===== config.mk =====
export PLATFORM = sky130hd
export DESIGN_NAME = game_controller
export DESIGN_NICKNAME = d
export VERILOG_FILES = /design/src/rtl/game_controller.sv
export SDC_FILE = /design/constraint.sdc
export NUM_CORES = 1
export LEC_CHECK = 0
export BUFFER_PORTS_ARGS = -buffer_cell sky130_fd_sc_hd__buf_2
export CAP_MARGIN = 15
export CELL_PAD_IN_SITES_DETAIL_PLACEMENT = 0
export CELL_PAD_IN_SITES_GLOBAL_PLACEMENT = 1
export CORE_ASPECT_RATIO = 1.5
export CORE_UTILIZATION = 44
export CTS_CLUSTER_SIZE = 24
export DETAILED_ROUTE_END_ITERATION = 10
export PLACE_DENSITY_LB_ADDON = 0.1
export SLEW_MARGIN = 20
export SYNTH_ARGS = -nofsm -noshare
export SYNTH_HDL_FRONTEND = slang
export SYNTH_SLANG_ARGS = --single-unit

===== constraint.sdc =====
create_clock -name CLK -period 5.8 [get_ports CLK]
set_clock_uncertainty 0.05 [all_clocks]
set_input_delay 1.16 -clock CLK [delete_from_list [all_inputs] [get_ports CLK]]
set_output_delay 1.16 -clock CLK [all_outputs]
set_load 0.01 [all_outputs]

===== src/rtl/game_controller.sv =====
// Frogger-style game sequencer: lives, level, death/win pauses.
// Ports: CLK, RST_N (sync, active-low); frame_tick, start, collision,
// at_goal in; game_state, lives, level, car_speed, move_en, player_rst out.
module game_controller #(
    parameter int LIVES_INIT   = 3,
    parameter int DEATH_FRAMES = 60,
    parameter int WIN_FRAMES   = 90
) (
    input  logic       CLK,
    input  logic       RST_N,
    input  logic       frame_tick,
    input  logic       start,
    input  logic       collision,
    input  logic       at_goal,
    output logic [2:0] game_state,
    output logic [1:0] lives,
    output logic [2:0] level,
    output logic [3:0] car_speed,
    output logic       move_en,
    output logic       player_rst
);

    localparam logic [2:0] S_IDLE     = 3'd0;
    localparam logic [2:0] S_PLAY     = 3'd1;
    localparam logic [2:0] S_DEATH    = 3'd2;
    localparam logic [2:0] S_LEVEL_UP = 3'd3;
    localparam logic [2:0] S_OVER     = 3'd4;

    logic [2:0] r_state;
    logic [1:0] r_lives;
    logic [2:0] r_level;
    logic [3:0] r_speed;
    logic [7:0] r_timer;
    logic       r_move_en;
    logic       r_player_rst;
    logic       r_start_q;

    logic       w_start_edge;
    logic       w_expire;
    logic       w_enter_play;
    logic [2:0] w_state_nxt;
    logic [1:0] w_lives_nxt;
    logic [2:0] w_level_nxt;
    logic [7:0] w_timer_nxt;

    always_comb begin
        w_start_edge = start & ~r_start_q;
        // <=1 so a corrupted zero timer still expires instead of hanging
        w_expire     = frame_tick && (r_timer <= 8'd1);
        w_state_nxt  = r_state;
        w_lives_nxt  = r_lives;
        w_level_nxt  = r_level;
        w_timer_nxt  = r_timer;
        case (r_state)
            S_IDLE: begin
                if (w_start_edge) begin
                    w_state_nxt = S_PLAY;
                    w_lives_nxt = 2'(LIVES_INIT);
                    w_level_nxt = 3'd0;
                end
            end
            S_PLAY: begin
                // collision wins over reaching the goal
                if (collision) begin
                    w_state_nxt = S_DEATH;
                    w_lives_nxt = r_lives - 2'd1;
                    w_timer_nxt = 8'(DEATH_FRAMES);
                end else if (at_goal) begin
                    w_state_nxt = S_LEVEL_UP;
                    w_timer_nxt = 8'(WIN_FRAMES);
                end
            end
            S_DEATH: begin
                if (w_expire) begin
                    w_timer_nxt = 8'd0;
                    w_state_nxt = (r_lives == 2'd0) ? S_OVER : S_PLAY;
                end else if (frame_tick) begin
                    w_timer_nxt = r_timer - 8'd1;
                end
            end
            S_LEVEL_UP: begin
                if (w_expire) begin
                    w_timer_nxt = 8'd0;
                    w_state_nxt = S_PLAY;
                    w_level_nxt = (r_level == 3'd7) ? 3'd7
                                                    : r_level + 3'd1;
                end else if (frame_tick) begin
                    w_timer_nxt = r_timer - 8'd1;
                end
            end
            S_OVER: begin
                if (w_start_edge) begin
                    w_state_nxt = S_IDLE;
                end
            end
            default: begin
                w_state_nxt = S_IDLE;
            end
        endcase
        w_enter_play = (w_state_nxt == S_PLAY) && (r_state != S_PLAY);
    end

    always_ff @(posedge CLK) begin
        if (!RST_N) begin
            r_state      <= S_IDLE;
            r_lives      <= 2'(LIVES_INIT);
            r_level      <= 3'd0;
            r_speed      <= 4'd8;
            r_timer      <= 8'd0;
            r_move_en    <= 1'b0;
            r_player_rst <= 1'b0;
            // a start held through reset must be released first
            r_start_q    <= 1'b1;
        end else begin
            r_state      <= w_state_nxt;
            r_lives      <= w_lives_nxt;
            r_level      <= w_level_nxt;
            r_speed      <= 4'd8 - {1'b0, w_level_nxt};
            r_timer      <= w_timer_nxt;
            r_player_rst <= w_enter_play;
            r_move_en    <= (w_state_nxt == S_PLAY) && !w_enter_play;
            r_start_q    <= start;
        end
    end

    assign game_state = r_state;
    assign lives      = r_lives;
    assign level      = r_level;
    assign car_speed  = r_speed;
    assign move_en    = r_move_en;
    assign player_rst = r_player_rst;

endmodule


# Word-level counts from Yosys, hierarchy flattened
# Cells that the tools add are included.
# word_totals
register_bits	23
inputBits	6
output_inout_bits	14
word_cells	57
# classes
add_sub_neg	4
magnitude_cmp	1
eq_ne	11
n_mux	20
bitwise_logic	2
reduce_logical	11
# ops
cell	count
$mux 8	4
$mux 3	10
$pmux 8 s2	1
$pmux 3 s5	1
$le 8x1->1 const B	1
$sub 8x1->8 const B	1
$eq 3x1->1 const B	2
$eq 3x2->1 const B	2
$eq 3x3->1 const B	2
$ne 3x1->1 const B	2
$pmux 3 s2	1
$reduce_and 3->1	2
$mux 2	2
$ne 2x2->1 const B	2
$pmux 2 s2	1
$reduce_bool 2->1	2
$sub 4x3->4 const A	1
$add 3x1->3 const B	1
$logic_and 1x1->1	3
$logic_not 3->1	1
$ne 3x3->1 const B	1
$logic_not 2->1	1
$reduce_or 2->1	1
$sub 2x1->2 const B	1
other kinds (3)	3

# Longest topological paths before layout
# Gate-level depths: netlist of the first run.
# logic_depth
ltp_word	8
depth_mapped	10
mapped_depth_nobuf	10

# Worst setup path before layout of the first run
# OpenSTA, ideal clock, no wires.
# synth_path
kind	input port to flip-flop
startpoint	input port frame_tick
endpoint	register r_speed[1], in the netlist car_speed[1]
setup_ns	0.115
t_arrival_ns	2.585
t_required_ns	5.635
setup_slack_ns	3.050
stages	7
path_buffers	0
cell_sequence	nor4b_4 > nand3_4 > a311o_1 > a22o_1 > inv_1 > ha_1 > and2_1
# synth_between
elab_chain_cells	4
# synth_rtl
element	line_no	rtl
start: declaration	11	input logic frame_tick,
$logic_and 1x1->1	49	w_expire = frame_tick && (r_timer <= 8'd1);
$mux 3	82	if (w_expire) begin
$pmux 3 s2	54	case (r_state)
$sub 4x3->4	118	r_speed <= 4'd8 - {1'b0, w_level_nxt};
end signal: assignment	118	
end: declaration	32	logic [3:0] r_speed;
# No other way between the ends.
# A chain may end at the register's enable or synchronous reset.

# Worst setup path in the final report of the first run
# layout_path
startpoint	input port frame_tick
endpoint	register r_speed[2], in the netlist car_speed[2]
# The elaborated chain is that of the path after synthesis.

==> key figures, run 1 <==
Run status
  • Outcome: finished clean

Clocking
  • H-tree depth: 1
  • Post-CTS Hold Fix Bufs: 0
  • CTS clk-pin slew, worst paths: approximately 70 ps
  • TritonCTS Buffers: 3
  • Clock Path Buffers: 2
  • Worst skew pair latency: 250 ps
  • TritonCTS clock tree: yes
  • Sink Count: 22
  • Buffer count from post-CTS setup fixing: 0
  • Clock Tree Root: clkbuf_8
  • Gates resized, CTS repair: 0

Global route
  • Initial antenna violation count: 0
  • Grt total ovfl: 0
  • Via count of the first global-routing pass: 1,099
  • GR Layer Usage met2: between 40% and 50%
  • First-pass GRT wire length: 4.80 mm
  • Layer with the highest usage: met2
  • Grt met1 use: a little under a quarter
  • Largest net degree at the start of global routing: 20
  • Met3 usage in global routing: 2.71%
  • GRT Util Overall: between 20% and 30%

Placed design
  • IO Port Bufs: 19
  • Routability Congestion: between 0.8 and 0.9
  • Placed insts: about 200
  • Hpwl dp: 2.16 mm

Worst hold path
  • Min-delay src: lives[1]
  • Worst Hold Class: flop to flop
  • Hold Path Sink: lives[1]
  • Hold Path Stages: 2

Setup path
  • Worst Path Required: 5900 ps
  • Startpoint types: input pin
  • Crit-path max FO: 8
  • R2r endpoint: car_speed[2]
  • R2R Setup Slk: 3310 ps
  • Crit path kind: input pin to flop
  • Worst r2r path cells: 10
  • Critical R2R Launch: r_timer[0]
  • Crit path DAT: 2850 ps
  • Critical path capture point type: flop

Floorplanning
  • Core area: 2650 µm²
  • DIE AREA: 3000 µm²
  • Die width: 45.1 µm
  • Die Ht: around 67 µm
  • Rows: 23
  • Initial Util: 46.3%
  • Count of boundary I/O pins: 20

Drt
  • Vias/cell: 5.59
  • Drt wl/cell: 14.6 µm
  • Initial drt markers: 32
  • TritonRoute pass-1 iters: 4
  • Residual DRC count: 0
  • DRT antenna net count: 0
  • Final WL: between 2 and 3 mm
  • Via Count: 1,106

Final layout
  • Area growth from synthesis to layout: 12.1%
  • Fill cells: 295
  • Share of cells above drive strength 1: 19.3%
  • Multi-input logic area: 719 µm²
  • Nets: 174
  • Ant diodes: 0
  • Util after Layout: between 50 and 60%
  • Cell Count, Final, Fillers Out: 198
  • Seq. cell area: 440 µm²

Yosys
  • Most frequent cells after synthesis: 22 x dfxtp_1, 18 x nand2_1, 10 x a21oi_1, 10 x o21ai_0, 8 x inv_1
  • Synth Flop Type: dfxtp_1
  • Mapped Nets: 158
  • Syn avg cell area: around 8.3 µm²
  • Top cell type's share of synthesized area: 36.0%
  • Yosys top cell by area: dfxtp_1
  • Main combinational cell family by area after synthesis: simple AND/OR/NAND/NOR gates
  • Synth Area in Simple Gates: 30.1%
  • Synth top area cells: dfxtp_1 36%, nand2_1 5.5%, ha_1 5.1%
  • Unique masters post-synth: 43
  • Count leader, synth: dfxtp_1
  • Number of warning messages in the yosys log: 0
  • Adder-Cell Fraction of Synth Area: 5.11%
  • Post-synthesis cell count: 147
  • Compound-Gate Fraction of Synth Area: 21.9%
  • Cell Area, Synth: ~1200 µm²
  • Post-synthesis async set-or-reset flop share: 0%
  • Multiplexer share of the synthesized area: less than 1%
  • XOR/XNOR Fraction of Synth Area: less than 1%
  • Post-synth EDFFs: 0
  • Seq cells post-synth: 22
  • Post-synthesis sequential area ratio: between 30% and 40%

STA
  • Maximum operating frequency: about 360 MHz
  • # setup viols final: 0
  • Max-slew violation count: 0
  • RSZ-0062 raised after global routing: false
  • Hold Worst Slack: 469 ps
  • Post-layout min period: approximately 2700 ps
  • Final hold viol count: 0
  • Final period util: around 47%
  • Setup TNS: 0 ps
  • Max_slew headroom: 55.3%
  • Worst slew pin tran: 670 ps

Run
  • Number of max-cap violations: 0

Power
  • Pwr Density: 218 nW/µm²
  • Leakage power: approximately 0.6 nW
  • Peak VDD IR: 0.132 mV
  • Overall power: 0.299 mW
-- cells in the final DEF (no fill, tap or decap), drive strengths merged, types with 2 or more instances in the layout --
| cell type | count |
|---|---|
| inv | 8 |
| o21a | 2 |
| nor3 | 2 |
| or2 | 3 |
| o21ai | 10 |
| nor3b | 2 |
| dfxtp | 22 |
| or3 | 2 |
| nor4 | 2 |
| and3 | 2 |
| clkbuf | 3 |
| nand3 | 7 |
| buf | 19 |
| nor2 | 6 |
| a31oi | 2 |
| ha | 5 |
| a21oi | 10 |
| nor4b | 3 |
| nand2b | 4 |
| nor2b | 3 |
| and2 | 6 |
| nand2 | 18 |
| a21boi | 4 |
-- metrics by stage --
stage / setup WS, ps / cell area (µm²)
4_1_cts: 3060 / 1370
3_3_place_gp: 2860 / 1330
3_5_place_dp: 2800 / 1330
6_report: 3050 / 1370
2_1_floorplan: 3050 / 1220
5_1_grt: 2920 / 1370
-- worst max-delay path by stage --
stage | start | endpoint | cells past startpoint
after global placement | frame_tick | car_speed[2] | 9
after global routing | frame_tick | car_speed[2] | 9
after floorplan | frame_tick | car_speed[1] | 7
after CTS | frame_tick | car_speed[1] | 8
after detailed placement | frame_tick | car_speed[2] | 9
final | frame_tick | car_speed[2] | 9
-- critical path, cell delays in order --
cell and delay, ps:
buf_2 110, nor4b_4 310, nand3_4 170, a311o_1 380, a22o_1 270, inv_1 70, ha_1 150, xnor2_1 70
and2_1 150
-- sequential cells by signal, summed over array words and instances (netlist names) --
signal / cells
level: 3
move_en: 1
car_speed: 3
game_state: 3
lives: 2
player_rst: 1
r_start_q: 1
r_timer: 8
-- kinds of logic after synthesis --
kind of cell               Yosys count
AOI/OAI and AO/OA                   40
xor gates and xnor gates             1
adders and majority gates            5
buffers and inverters               16
DFF                                 22
muxes                                1
and+or+nand+nor                     62
-- routing by layer --
| layer | wire length [µm] | up-vias |
|---|---|---|
| met3 | 54 | 2 |
| li1 | - | 549 |
| met1 | 1230 | 539 |
| met5 | 0 | - |
| met4 | 20 | 0 |
| met2 | 1590 | 16 |
-- layout make-up --
cell class / count / area share (%)
multi-input cells: 109 / 52.4
flip-flops and latches: 22 / 32.1
repair buffers: 19 / 6.93
well taps: 37 / 3.37
clock buffers: 3 / 3.01
inverters: 8 / 2.19
-- power by group --
group,internal [mW],switching [mW],total (mW)
Sequential,0.155,0.00633,0.161
Combinational,0.0197,0.0281,0.0478
Clock,0.0462,0.0441,0.0902
Total,0.221,0.0785,0.299
(Power assumes the default switching activity.)
==> run 2: changes to the inputs <==
--- a/config.mk
+++ b/config.mk
@@ -5,12 +5,13 @@
 export SDC_FILE = /design/constraint.sdc
 export NUM_CORES = 1
 export LEC_CHECK = 0
+export ABC_AREA = 1
 export BUFFER_PORTS_ARGS = -buffer_cell sky130_fd_sc_hd__buf_2
 export CAP_MARGIN = 15
 export CELL_PAD_IN_SITES_DETAIL_PLACEMENT = 0
 export CELL_PAD_IN_SITES_GLOBAL_PLACEMENT = 1
 export CORE_ASPECT_RATIO = 1.5
-export CORE_UTILIZATION = 44
+export CORE_UTILIZATION = 36
 export CTS_CLUSTER_SIZE = 24
 export DETAILED_ROUTE_END_ITERATION = 10
 export PLACE_DENSITY_LB_ADDON = 0.1
==> constraint.sdc (replaced) <==
create_clock -name CLK -period 2.35 [get_ports CLK]
set_clock_uncertainty 0.05 [all_clocks]
set_input_delay 0.47 -clock CLK [delete_from_list [all_inputs] [get_ports CLK]]
set_output_delay 0.47 -clock CLK [all_outputs]
set_load 0.01 [all_outputs]
==> run 2 against run 1 <==
Against the previous run:
- synthesized cell count rose by 14%
- non-clock buffer count did not move
- utilization fell by 7.8 points
- via count fell by 1.3%
- die area rose by 23%
- critical path type is now flop to flop
- largest cell class unchanged
==> key figures, run 2 <==
Run status
  • Outcome: finished clean

Floorplanning
  • Die width: 50.0 µm (+11%)
  • DIE AREA: 3700 µm² (+23%)
  • Core area: 3220 µm² (+22%)
  • Count of boundary I/O pins: 20 (unchanged)
  • Die Ht: 74.0 µm (+11%)
  • Rows: 25 (+8.7%)
  • Initial Util: 38.6% (-7.6 points)

Yosys
  • Compound-Gate Fraction of Synth Area: 15.3% (-6.6 points)
  • Mapped Nets: 178 (+13%)
  • Cell Area, Synth: 1240 µm² (+1.6%)
  • Synth top area cells: dfxtp_1 35%, nand2_1 9.3%, a21oi_1 5.6%
  • Multiplexer share of the synthesized area: 0% (-0.92 points)
  • Post-synth EDFFs: 0 (unchanged)
  • Post-synthesis cell count: 167 (+14%)
  • Most frequent cells after synthesis: 31 x nand2_1, 22 x dfxtp_1, 18 x inv_1, 18 x nor2_1, 14 x a21oi_1
  • Unique masters post-synth: 26 (-40%)
  • Post-synthesis async set-or-reset flop share: 0% (unchanged)
  • XOR/XNOR Fraction of Synth Area: 2.81% (+2.1 points)
  • Main combinational cell family by area after synthesis: simple AND/OR/NAND/NOR gates
  • Synth Area in Simple Gates: 33.9% (+3.7 points)
  • Synth Flop Type: dfxtp_1
  • Number of warning messages in the yosys log: 0 (unchanged)
  • Post-synthesis sequential area ratio: 35.4% (-0.58 points)
  • Syn avg cell area: 7.45 µm² (-11%)
  • Yosys top cell by area: dfxtp_1
  • Top cell type's share of synthesized area: 35.4% (-0.58 points)
  • Seq cells post-synth: 22 (unchanged)
  • Adder-Cell Fraction of Synth Area: 5.03% (-0.082 points)
  • Count leader, synth: nand2_1

Clocking
  • H-tree depth: 1 (unchanged)
  • TritonCTS Buffers: 3 (unchanged)
  • Sink Count: 22 (unchanged)
  • Gates resized, CTS repair: 0 (unchanged)
  • Buffer count from post-CTS setup fixing: 0 (unchanged)
  • Clock Path Buffers: 2 (unchanged)
  • TritonCTS clock tree: yes
  • Post-CTS Hold Fix Bufs: 0 (unchanged)
  • CTS clk-pin slew, worst paths: 80 ps (about the same)
  • Worst skew pair latency: 260 ps (about the same)
  • Clock Tree Root: clkbuf_8

Final layout
  • Most flops, register: r_timer
  • Area growth from synthesis to layout: 14.0%
  • Share of cells above drive strength 1: 28.9% (+9.6 points)
  • Ant diodes: 0 (unchanged)
  • Seq. cell area: 440 µm² (unchanged)
  • Cell Count, Final, Fillers Out: 227 (+15%)
  • Util after Layout: 44.0% (-7.8 points)
  • Commonest non-fill, non-tap cell in the layout: nand2_1
  • Nets: 200 (+15%)
  • Multi-input logic area: 709 µm² (-1.4%)
  • Largest register FFs: 8 (unchanged)
  • Most frequent cells in the layout: 31 x nand2_1, 22 x dfxtp_1, 19 x buf_2, 18 x inv_1, 18 x nor2_1
  • Fill cells: 337 (+14%)

STA
  • Max-slew violation count: 0 (unchanged)
  • Hold Worst Slack: 342 ps (-127 ps)
  • Post-layout min period: about 1800 ps
  • Final period util: 77.2%
  • Worst slew pin tran: 419 ps (-251 ps)
  • Max_slew headroom: 72.1% (+17 points)
  • Final hold viol count: 0 (unchanged)
  • RSZ-0062 raised after global routing: false
  • # setup viols final: 0 (unchanged)
  • Maximum operating frequency: 552 MHz
  • Setup TNS: 0 ps (unchanged)

Power
  • Leakage power: 0.689 nW (+18%)
  • Peak VDD IR: 0.318 mV (+140%)
  • Pwr Density: 599 nW/µm² (+170%)
  • Overall power: 0.850 mW (+180%)

Drt
  • Drt wl/cell: 12.3 µm (-15%)
  • DRT antenna net count: 0 (unchanged)
  • TritonRoute pass-1 iters: 4 (unchanged)
  • Residual DRC count: 0 (unchanged)
  • Final WL: 2.80 mm (-3.1%)
  • Vias/cell: 4.81 (-14%)
  • Via Count: 1,092 (-1.3%)
  • Initial drt markers: 29 (-9.4%)

Setup path
  • Startpoint types: flop
  • R2r endpoint: car_speed[1]
  • R2R Setup Slk: 540 ps (-2770 ps)
  • Crit path DAT: 1930 ps (-920 ps)
  • Crit. Startpoint: r_timer[0]
  • Crit-path max FO: 5 (-3)
  • Worst Path Required: 2460 ps (-3440 ps)
  • Critical R2R Launch: r_timer[0]
  • Worst r2r path cells: 10 (unchanged)
  • CP endpoint: car_speed[1]
  • Crit path kind: flop to flop
  • Critical path capture point type: flop

Global route
  • Via count of the first global-routing pass: 1,023 (-6.9%)
  • Initial antenna violation count: 0 (unchanged)
  • First-pass GRT wire length: 4.66 mm (-2.9%)
  • GRT Util Overall: 16.9% (-4.8 points)
  • Grt total ovfl: 0 (unchanged)
  • Largest net degree at the start of global routing: 16 (-20%)

Placed design
  • Routability Congestion: 0.934 (+5.0%)
  • IO Port Bufs: 19 (unchanged)
  • Hpwl dp: 2.20 mm (+2.0%)
  • Placed insts: 224 (+15%)

Worst hold path
  • Worst Hold Class: input pin to flop

Run
  • Number of max-cap violations: 0 (unchanged)
## run 2: cell count changes after synthesis, moves of 6 or more
| cell | previous run | this run |
|---|---|---|
| nand2_1 | 18 | 31 |
| inv_1 | 8 | 18 |
| and2_1 | 6 | 0 |
| clkbuf_1 | 6 | 0 |
| nor2_2 | 0 | 7 |
| nor2_1 | 6 | 18 |
## run 2: metal layers
layer  track usage [%]  vias up  wire length (µm)
li1                  -      574                 -
met1              18.5      493              1180
met2              30.8       19              1480
met3              1.84        6                77
met4              10.2        0                64
met5                 0        -                 0
## run 2: through the flow
step           setup WS [ps]  cell area (µm²)
2_1_floorplan            643             1240
3_3_place_gp             587             1380
3_5_place_dp             544             1380
4_1_cts                  529             1420
5_1_grt                  341             1420
6_report                 537             1420
## run 2: worst max-delay path, stage by stage (launching register included)
cell and delay [ps]:
dfxtp_1 330, inv_1 110, ha_1 240, nor2_1 70, nor2_1 170, nand2_1 140, o21ai_2 140, nand2_2 80
ha_1 290, nand2_1 60, inv_1 40
## run 2: layout make-up
type	instances	area share [%]
Tap cell	40	3.53
Multi-Input combinational cell	121	50.0
Clock buffer	3	2.91
Sequential cell	22	31.0
Inverter	22	5.82
Timing Repair Buffer	19	6.70
## run 2: worst min-delay path by stage
stage	from	to	slack [ps]	depth (start not counted)
6_report	start	r_start_q	340	3
5_1_grt	start	r_start_q	370	3
4_1_cts	start	r_start_q	340	3
3_5_place_dp	lives[1]	lives[1]	420	2
3_3_place_gp	lives[1]	lives[1]	410	2
2_1_floorplan	r_timer[0]	r_timer[0]	400	2
## run 2: cells by family after synthesis
logic type      count (synthesis)
buf+inv                        24
xor+xnor                        4
simple gates                   82
flops                          22
fa+ha+maj                       5
compound gates                 30
## run 2: power by group
part	internal [mW]	switching [mW]
combinational	0.0758	0.130
clock	0.114	0.119
sequential	0.391	0.0185
total	0.581	0.268
==> run 3: changes to the inputs <==
==> constraint.sdc (replaced) <==
create_clock -name CLK -period 1.6 [get_ports CLK]
set_clock_uncertainty 0.05 [all_clocks]
set_input_delay 0.32 -clock CLK [delete_from_list [all_inputs] [get_ports CLK]]
set_output_delay 0.32 -clock CLK [all_outputs]
set_load 0.01 [all_outputs]
==> run 3 against run 2 <==
Against the previous run:
- combinational power is 100% higher
- hold slack got worse by 160 ps
- final area increased by 21%
- die area did not move
- first-iteration DRC count is 62% lower
- sequential share of layout area decreased by 5.1 points
- worst setup slack worse by 500 ps
==> key figures, run 3 (synthesis gave the netlist of run 2 again) <==
Setup path
  • Max incr delay on CP: 390 ps (+60 ps)
  • Crit path kind: flop to flop
  • CP Cell Sequence: inv_4 > ha_4 > inv_2 > nand2_2 > nand3_2 > nor2_4 > or2_4 > nand2_4 > ha_4 > nand2_2 > inv_1
  • Crit-path max FO: 3 (-2)
  • Worst Path Required: 1730 ps (-730 ps)
  • Crit path DAT: 1690 ps (-240 ps)
  • Critical path capture point type: flop
  • Startpoint types: flop
  • CP max-delay cell: dfxtp_4

STA
  • Final hold viol count: 0 (unchanged)
  • Worst slew pin tran: 316 ps (-103 ps)
  • Worst Setup Slack, final: 34.8 ps (-502 ps)
  • # setup viols final: 0 (unchanged)
  • Max_slew headroom: 78.9% (+6.9 points)
  • Final period util: 97.8% (+21 points)
  • RSZ-0062 raised after global routing: true
  • Hold Worst Slack: 183 ps (-160 ps)
  • Post-layout min period: 1570 ps (-248 ps)
  • Maximum operating frequency: 639 MHz (+16%)
  • Max-slew violation count: 0 (unchanged)

Final layout
  • Share of cells above drive strength 1: 48.0% (+19 points)
  • Fill cells: 336 (-0.30%)
  • Most frequent cells in the layout: 23 x nand2_1, 20 x dfxtp_1, 19 x buf_2, 15 x inv_1, 14 x buf_4
  • Multi-input logic area: 842 µm² (+19%)
  • Commonest non-fill, non-tap cell in the layout: nand2_1
  • Largest register FFs: 8 (unchanged)
  • Seq. cell area: 445 µm² (+1.1%)
  • Most flops, register: r_timer
  • Util after Layout: 53.4% (+9.3 points)
  • Nets: 216 (+8.0%)
  • Ant diodes: 0 (unchanged)
  • Area growth from synthesis to layout: 38.1%

Power
  • Leakage power: 0.803 nW (+17%)
  • Peak VDD IR: 0.672 mV (+110%)
  • Pwr Density: 906 nW/µm² (+51%)

Global route
  • Largest net degree at the start of global routing: 16 (unchanged)
  • GRT Util Overall: 17.1% (+0.18 points)
  • Grt total ovfl: 0 (unchanged)
  • First-pass GRT wire length: 4.67 mm (+0.15%)
  • Via count of the first global-routing pass: 1,145 (+12%)
  • Initial antenna violation count: 0 (unchanged)

Floorplanning
  • Initial Util: 38.6% (unchanged)
  • Die width: 50.0 µm (unchanged)
  • Core area: 3220 µm² (unchanged)
  • Count of boundary I/O pins: 20 (unchanged)
  • Rows: 25 (unchanged)
  • DIE AREA: 3700 µm² (unchanged)
  • Die Ht: 74.0 µm (unchanged)

Clocking
  • TritonCTS Buffers: 3 (unchanged)
  • Worst skew pair latency: 270 ps (about the same)
  • TritonCTS clock tree: yes
  • Sink Count: 22 (unchanged)
  • H-tree depth: 1 (unchanged)
  • CTS clk-pin slew, worst paths: 90 ps (about the same)
  • Clock Path Buffers: 2 (unchanged)
  • Clock Tree Root: clkbuf_8

Drt
  • Drt wl/cell: 12.2 µm (-1.2%)
  • Final WL: 2.98 mm (+6.2%)
  • TritonRoute pass-1 iters: 4 (unchanged)
  • Residual DRC count: 0 (unchanged)
  • Initial drt markers: 11 (-62%)
  • DRT antenna net count: 0 (unchanged)
  • Via Count: 1,185 (+8.5%)
  • Vias/cell: 4.86 (+0.96%)

Placed design
  • Post-placement worst setup slack: -21.1 ps (-565 ps)
  • Routability Congestion: 0.858 (-8.2%)
  • IO Port Bufs: 19 (unchanged)
  • Hpwl dp: 2.28 mm (+3.5%)

Worst hold path
  • Worst Hold Class: input pin to flop

Run status
  • Outcome: finished clean

Run
  • Number of max-cap violations: 0 (unchanged)
## run 3: critical path, delay by kind of cell (launching register included)
kind	cells	cell delay (ps)
adders and majority gates	2	370
buffers and inverters	3	130
DFF	1	390
and+or+nand+nor	6	540
## run 3: metrics by stage
stage	setup TNS, ps	total power, mW	instance area, µm²	cells
floorplan	0	0.855	1260	167
global placement	-21.8	0.978	1520	241
detailed placement	-36.9	0.979	1520	241
CTS	-47.4	1.51	1600	245
global route	-66.8	1.63	1720	244
finish	0	1.56	1720	244
## run 3: area by class of cell
class	count	share of cell area, %
repair buffers	35	13.0
clock inverters	1	1.75
multi-input cells	121	49.0
clock buffers	3	2.40
inverters	22	5.09
well taps	40	2.91
flip-flops and latches	22	25.9
## run 3: repair_timing
action / 4_1_cts / 5_1_grt
gates resized for setup: 2 / 35
buffers inserted: 0 / 1
setup endpoints to repair: 5 / 9
hold buffers: 0 / 0
pin swaps: 1 / 16
## run 3: per-layer routing
layer | part of all wire (%) | track usage (%) | vias up
met5 | 0 | 0 | -
met4 | 2.3 | 13.7 | 0
met3 | 4.1 | 2.25 | 6
met2 | 55 | 30.7 | 31
met1 | 39 | 17.5 | 536
li1 | - | - | 612
## run 3: path summary, 6_finish.rpt
kind,to,depth (start not counted),slack [ps],from
max,car_speed[1],11,30,r_timer[0]
min,r_start_q,3,180,start
max reg2reg,car_speed[1],11,30,r_timer[0]
min reg2reg,lives[1],2,440,lives[1]
## run 3: where the power goes
part	switching (mW)	internal (mW)	total [mW]
logic	0.237	0.184	0.421
registers	0.0278	0.575	0.603
clock network	0.199	0.334	0.533
total	0.464	1.09	1.56
